### src/rtl/lcg_pkg.sv
// Shared constants and FSM encoding for the LCG multiply-accumulate step.
// Optional feature macro used by this slice: LCG_MULT_SKIP_ZERO_EN.
package lcg_pkg;

  localparam int unsigned WIDTH   = 64;
  localparam int unsigned SHIFT_W = 6;

  typedef enum logic {
    IDLE = 1'b0,
    RUN  = 1'b1
  } state_t;

endpackage

### src/rtl/lcg_mult_step_if.sv
// Request/response bus of the LCG multiply-accumulate step.
//   start  : request, sampled only while busy is low
//   a_in   : multiplier A
//   x_in   : current LCG state x
//   c_in   : increment C
//   busy   : computation in progress
//   done   : one-cycle pulse, result valid
//   result : x_next, held until the next done
interface lcg_mult_step_if;
  import lcg_pkg::*;

  logic             start;
  logic [WIDTH-1:0] a_in;
  logic [WIDTH-1:0] x_in;
  logic [WIDTH-1:0] c_in;
  logic             busy;
  logic             done;
  logic [WIDTH-1:0] result;

  modport master (
    output start, a_in, x_in, c_in,
    input  busy, done, result
  );

  modport slave (
    input  start, a_in, x_in, c_in,
    output busy, done, result
  );

endinterface

### src/rtl/Barrel_shifter.sv
// 64-bit logical left barrel shifter used for the partial products.
//   data_in  : value to shift
//   shift    : shift amount, 0..63
//   data_out : data_in << shift, zero filled
module Barrel_shifter (
  input  logic [63:0] data_in,
  input  logic [5:0]  shift,
  output logic [63:0] data_out
);

  // Six log stages, stage s shifts by 2**s when shift[s] is set.
  logic [63:0] stage [0:6];

  assign stage[0] = data_in;

  for (genvar s = 0; s < 6; s++) begin : g_stage
    assign stage[s+1] = shift[s] ? (stage[s] << (1 << s)) : stage[s];
  end

  assign data_out = stage[6];

endmodule

### src/rtl/lcg_lsb_index.sv
// Lowest-set-bit priority encoder, only built when LCG_MULT_SKIP_ZERO_EN is defined.
//   vec  : 64-bit input vector
//   idx  : index of the lowest set bit (0 when vec is all zero)
//   zero : vec is all zero
`ifdef LCG_MULT_SKIP_ZERO_EN
module lcg_lsb_index
  import lcg_pkg::*;
(
  input  logic [WIDTH-1:0]   vec,
  output logic [SHIFT_W-1:0] idx,
  output logic               zero
);

  // Scan from the top so the lowest set bit wins.
  always_comb begin
    idx = '0;
    for (int i = WIDTH - 1; i >= 0; i--) begin
      if (vec[i]) idx = SHIFT_W'(i);
    end
  end

  assign zero = (vec == '0);

endmodule
`endif

### src/rtl/lcg_mult_step.sv
// One LCG step, result = (A*x + C) mod 2^64, by shift-and-add over the bits of A.
// Partial products x<<i come from Barrel_shifter.
//   clk   : rising-edge clock
//   rst_n : asynchronous active-low reset
//   bus   : start/a_in/x_in/c_in in, busy/done/result out (slave side)
// Macro LCG_MULT_SKIP_ZERO_EN: visit only the set bits of A, latency max(popcount(A),1);
// undefined gives a fixed 64-edge latency. Results are identical in both modes.
module lcg_mult_step
  import lcg_pkg::*;
(
  input  logic            clk,
  input  logic            rst_n,
  lcg_mult_step_if.slave  bus
);

  state_t             state, state_n;
  logic               busy_q, busy_n;
  logic               done_q, done_n;
  logic [WIDTH-1:0]   result_q, result_n;
  logic [WIDTH-1:0]   acc, acc_n;
  logic [WIDTH-1:0]   a_reg, a_n;
  logic [WIDTH-1:0]   x_reg, x_n;
  logic [SHIFT_W-1:0] shift_idx;
  logic               bit_set;
  logic [WIDTH-1:0]   shifted;
  logic [WIDTH-1:0]   term;
  logic [WIDTH-1:0]   sum;
  logic               last;

`ifdef LCG_MULT_SKIP_ZERO_EN
  // a_reg acts as the remaining-bits mask; each RUN edge consumes its lowest set bit.
  logic             rem_zero;
  logic [WIDTH-1:0] a_clr;

  lcg_lsb_index u_lsb (
    .vec  (a_reg),
    .idx  (shift_idx),
    .zero (rem_zero)
  );

  assign bit_set = ~rem_zero;
  assign a_clr   = a_reg & (a_reg - WIDTH'(1));
  assign last    = (a_clr == '0);
`else
  logic [SHIFT_W-1:0] idx, idx_n;

  assign shift_idx = idx;
  assign bit_set   = a_reg[idx];
  assign last      = (idx == SHIFT_W'(WIDTH - 1));
`endif

  Barrel_shifter u_shift (
    .data_in  (x_reg),
    .shift    (shift_idx),
    .data_out (shifted)
  );

  assign term = bit_set ? shifted : '0;
  assign sum  = acc + term;

  // State and datapath registers.
  always_ff @(posedge clk or negedge rst_n) begin
    if (!rst_n) begin
      state    <= IDLE;
      busy_q   <= 1'b0;
      done_q   <= 1'b0;
      result_q <= '0;
      acc      <= '0;
      a_reg    <= '0;
      x_reg    <= '0;
`ifndef LCG_MULT_SKIP_ZERO_EN
      idx      <= '0;
`endif
    end else begin
      state    <= state_n;
      busy_q   <= busy_n;
      done_q   <= done_n;
      result_q <= result_n;
      acc      <= acc_n;
      a_reg    <= a_n;
      x_reg    <= x_n;
`ifndef LCG_MULT_SKIP_ZERO_EN
      idx      <= idx_n;
`endif
    end
  end

  // Next-state and datapath update.
  always_comb begin
    state_n  = state;
    busy_n   = busy_q;
    done_n   = 1'b0;
    result_n = result_q;
    acc_n    = acc;
    a_n      = a_reg;
    x_n      = x_reg;
`ifndef LCG_MULT_SKIP_ZERO_EN
    idx_n    = idx;
`endif
    case (state)
      IDLE: begin
        if (bus.start) begin
          a_n     = bus.a_in;
          x_n     = bus.x_in;
          acc_n   = bus.c_in;
`ifndef LCG_MULT_SKIP_ZERO_EN
          idx_n   = '0;
`endif
          busy_n  = 1'b1;
          state_n = RUN;
        end
      end
      RUN: begin
        acc_n = sum;
`ifdef LCG_MULT_SKIP_ZERO_EN
        a_n   = a_clr;
`else
        idx_n = idx + SHIFT_W'(1);
`endif
        if (last) begin
          result_n = sum;
          done_n   = 1'b1;
          busy_n   = 1'b0;
          state_n  = IDLE;
        end
      end
      default: state_n = IDLE;
    endcase
  end

  assign bus.busy   = busy_q;
  assign bus.done   = done_q;
  assign bus.result = result_q;

endmodule
### src/flat_wrapper.sv
// flat-port wrapper written by rule: the top's interface ports become plain ports
module lcg_mult_step_flat import lcg_pkg::*;
  (clk, rst_n, bus_start, bus_a_in, bus_x_in, bus_c_in, bus_busy, bus_done, bus_result);
  lcg_mult_step_if bus_i ();
  input  logic clk;
  input  logic rst_n;
  input wire logic [$bits(bus_i.start)-1:0] bus_start;
  input wire logic [$bits(bus_i.a_in)-1:0] bus_a_in;
  input wire logic [$bits(bus_i.x_in)-1:0] bus_x_in;
  input wire logic [$bits(bus_i.c_in)-1:0] bus_c_in;
  output wire logic [$bits(bus_i.busy)-1:0] bus_busy;
  output wire logic [$bits(bus_i.done)-1:0] bus_done;
  output wire logic [$bits(bus_i.result)-1:0] bus_result;
  assign bus_i.start = bus_start;
  assign bus_i.a_in = bus_a_in;
  assign bus_i.x_in = bus_x_in;
  assign bus_i.c_in = bus_c_in;
  assign bus_busy = bus_i.busy;
  assign bus_done = bus_i.done;
  assign bus_result = bus_i.result;
  lcg_mult_step u_core (.clk(clk), .rst_n(rst_n), .bus(bus_i));
endmodule
### config.mk
export PLATFORM = sky130hd
export DESIGN_NAME = lcg_mult_step_flat
export DESIGN_NICKNAME = d
export VERILOG_FILES = /design/src/rtl/lcg_pkg.sv /design/src/rtl/lcg_mult_step_if.sv /design/src/rtl/Barrel_shifter.sv /design/src/rtl/lcg_lsb_index.sv /design/src/rtl/lcg_mult_step.sv /design/src/flat_wrapper.sv
export SDC_FILE = /design/constraint.sdc
export NUM_CORES = 1
export LEC_CHECK = 0
export CELL_PAD_IN_SITES_DETAIL_PLACEMENT = 1
export CELL_PAD_IN_SITES_GLOBAL_PLACEMENT = 1
export CORE_MARGIN = 2
export CORE_UTILIZATION = 40
export DETAILED_ROUTE_END_ITERATION = 16
export GPL_TIMING_DRIVEN = 0
export PLACE_DENSITY_LB_ADDON = 0.2
export SYNTH_ARGS = -nofsm -noshare
export SYNTH_HDL_FRONTEND = slang
export SYNTH_SLANG_ARGS = --single-unit
### constraint.sdc
create_clock -name clk -period 9.1 [get_ports clk]
set_clock_uncertainty 0.05 [all_clocks]
set_input_delay 1.82 -clock clk [delete_from_list [all_inputs] [get_ports clk]]
set_output_delay 1.82 -clock clk [all_outputs]
set_load 0.03 [all_outputs]
==> flow_summary.ini <==
[run_status]
status = complete, no violations

[timing]
rsz0062_at_grt = false
layout_min_cycle_time_ns = 6.68
slew_headroom = 0.275
tightest_slew_ns = 1.09
hold_violations = 0
drv_slew = 0
fmaxAchievable_mhz = 150
fin_crit_sh = 0.734
setup_viol_count_final = 0
setup-tns-final_ns = 0

[routing]
drtIter0Drc = 1052
postRouteWirelength_um = 75500
drtAntennaViolNets = 0
via_per_inst = 5.81
drc = 0
wl_per_cell_um = 23.7
dr.pass1.iters = 5
vias = 18500

[yosys]
ys_warn_count = 0
synth_area_leaders = dfrtp_1 36%, nand2_1 13%, mux4_2 7.7%
yosys.area.top_type_share = 0.355
syn-num-nets = 2524
syn_area_sq_um = 18700
synth-seq-cells = 265
synth_cell_type_count = 79
syn_inst = 2264
synth_ff_type = dfrtp_1
syn_avg_cell_area_sq_um = 8.24
yosysSeqAreaShare = 0.355
async_flop_share = 1.00
synth_edf_count = 0
synth_common_cells = 667 x nand2_1, 265 x dfrtp_1, 165 x a21oi_1
yosysTopAreaCell = dfrtp_1
yosysMostFrequentCell = nand2_1

[critical_path]
endpoint_kind = flop
path_max_fanout = 10
cp_data_arrival_time_ns = 7.07
worst_setup_path_start_kind = flop
crit_type = reg2reg
required_ns = 9.49

[clock_network]
postCtsHoldBufs = 0
postCtsSetupRepairBufs = 0
cts-buffers-inserted = 30
htreeDepth = 1
cts_sinks = 265
cts-root-buf = clkbuf_16
cts_resized = 0
tritoncts = done
clk_pin_slew_ns = 0.06
clk_path_buf_depth = 3
insertion_delay_ns = 0.60

[global_routing]
grt_overflow = 0
grt_pass1_vias = 19500
grt_max_degree = 118
grt.total_usage = 0.312
met3_usage = 0.0424
use_met1 = 0.409
grt_pass1_wl_um = 115000
grt-busiest-layer = met2
antenna_found_initial = 1
grtUsageMet2 = 0.523

[power_and_ir_drop]
p_leak_nw = 10.2
power_density_nw_per_um2 = 487
power.total_mw = 11.3
switchingPower_mw = 5.85
internal-power_mw = 5.45
p_clk_frac = 0.122
p_sw_frac = 0.518
seqPwrFrac = 0.196
combinationalPowerShare = 0.682
ir_worst_vdd_uv = 235

[final_layout]
syn_to_final_growth_pct = 24.3
nets = 2817
utilization = 0.501
antenna_cells = 0
layout-drive-gt1-share = 0.0701

[floorplan]
dieArea_sq_um = 48400
start_util = 0.403
core_area_sq_um = 46300
boundaryPins = 261
dieWidth_um = 220
num_rows = 79
dieHeight_um = 220

[worst_hold_path]
hold_path.class = reg2reg

[placement]
io_buffers = 259
place_congestion = 0.958
hpwl_um = 60400

[job]
maxCapViolCount = 0
==> layout make-up <==
class	count	area, sq um
Fill cell	5576	23100
Multi-Input combinational cell	1817	11200
Sequential cell	265	6630
Timing Repair Buffer	261	2650
Clock buffer	41	842
Tap cell	607	759
Buffer	157	704
Clock inverter	15	273
Inverter	25	93.8
==> critical path: stages (launching register included) <==
cell,delay (ns)
dfrtp_1,0.45
buf_2,0.35
buf_2,0.39
buf_2,0.29
buf_2,0.31
mux4_2,0.39
nand2_1,0.11
nand2_1,0.07
o21ai_0,0.51
mux2i_1,0.24
a21oi_1,0.41
nor2_1,0.12
ha_1,0.28
clkbuf_1,0.20
and3_1,0.27
and2_1,0.20
a221oi_1,0.65
o21ai_0,0.20
a221o_1,0.33
a21o_1,0.17
nor2_1,0.23
xnor2_1,0.18
a21oi_1,0.10
==> routing by layer <==
layer  vias to the layer above  share of wire
met3                       145          0.048
met2                       488           0.47
met1                      9363           0.44
met5                         -              0
met4                         0          0.043
li1                       8537              -
==> per-stage QoR <==
| stage | cell area (sq um) | std cells | worst slack [ns] | hold WS, ns |
|---|---|---|---|---|
| 4_1_cts | 23200 | 3188 | 2.55 | 0.424 |
| 2_1_floorplan | 18700 | 2264 | 4.34 | 0.390 |
| 3_3_place_gp | 22000 | 3130 | -5.29 | 0.404 |
| 3_5_place_dp | 22100 | 3132 | 2.60 | 0.411 |
| 5_1_grt | 23200 | 3188 | 2.18 | 0.451 |
| 6_report | 23200 | 3188 | 2.42 | 0.420 |
==> power groups by stage <==
stage	logic [mW]	clock network (mW)	registers, mW
finish	7.70	1.38	2.22
global route	8.36	1.44	2.28
CTS	7.61	1.40	2.21
detailed placement	7.55	0	2.22
global placement	7.40	0	2.19
floorplan	4.92	0	2.29
==> final timing paths <==
check / startpoint / end / slack (ns) / cells after the start
min: u_core.a_reg[34] / u_core.a_reg[34] / 0.42 / 2
max: u_core.idx[1] / u_core.acc[63] / 2.42 / 22
max reg2reg: u_core.idx[1] / u_core.acc[63] / 2.42 / 22
min in group asynchronous: rst_n / u_core.bus.result[21] / 1.08 / 1
max in group asynchronous: rst_n / u_core.x_reg[43] / 6.92 / 2
min reg2reg: u_core.a_reg[34] / u_core.a_reg[34] / 0.42 / 2
==> layout by cell type (no fill, tap or decap), types with 64 or more instances in the layout <==
master and n:
a211oi_1 86, dfrtp_1 265, a21oi_1 165, mux4_2 64, clkdlybuf4s50_1 258, nand2_1 667
nor2b_1 66, clkbuf_1 120, o21ai_0 139, nor2_1 149, ha_1 64
==> logic make-up (layout without fill, tap and decap cells) <==
| family | Yosys count | count (layout) | synth area share |
|---|---|---|---|
| XOR/XNOR | 58 | 58 | 0.0272 |
| multiplexers | 137 | 137 | 0.117 |
| flip-flops | 265 | 265 | 0.355 |
| buffers and inverters | 182 | 499 | 0.0428 |
| AND/OR/NAND/NOR | 996 | 996 | 0.224 |
| AO/OA/AOI/OAI | 561 | 561 | 0.190 |
| adder cells (fa/ha/maj) | 65 | 65 | 0.0440 |
(Power assumes the default switching activity.)
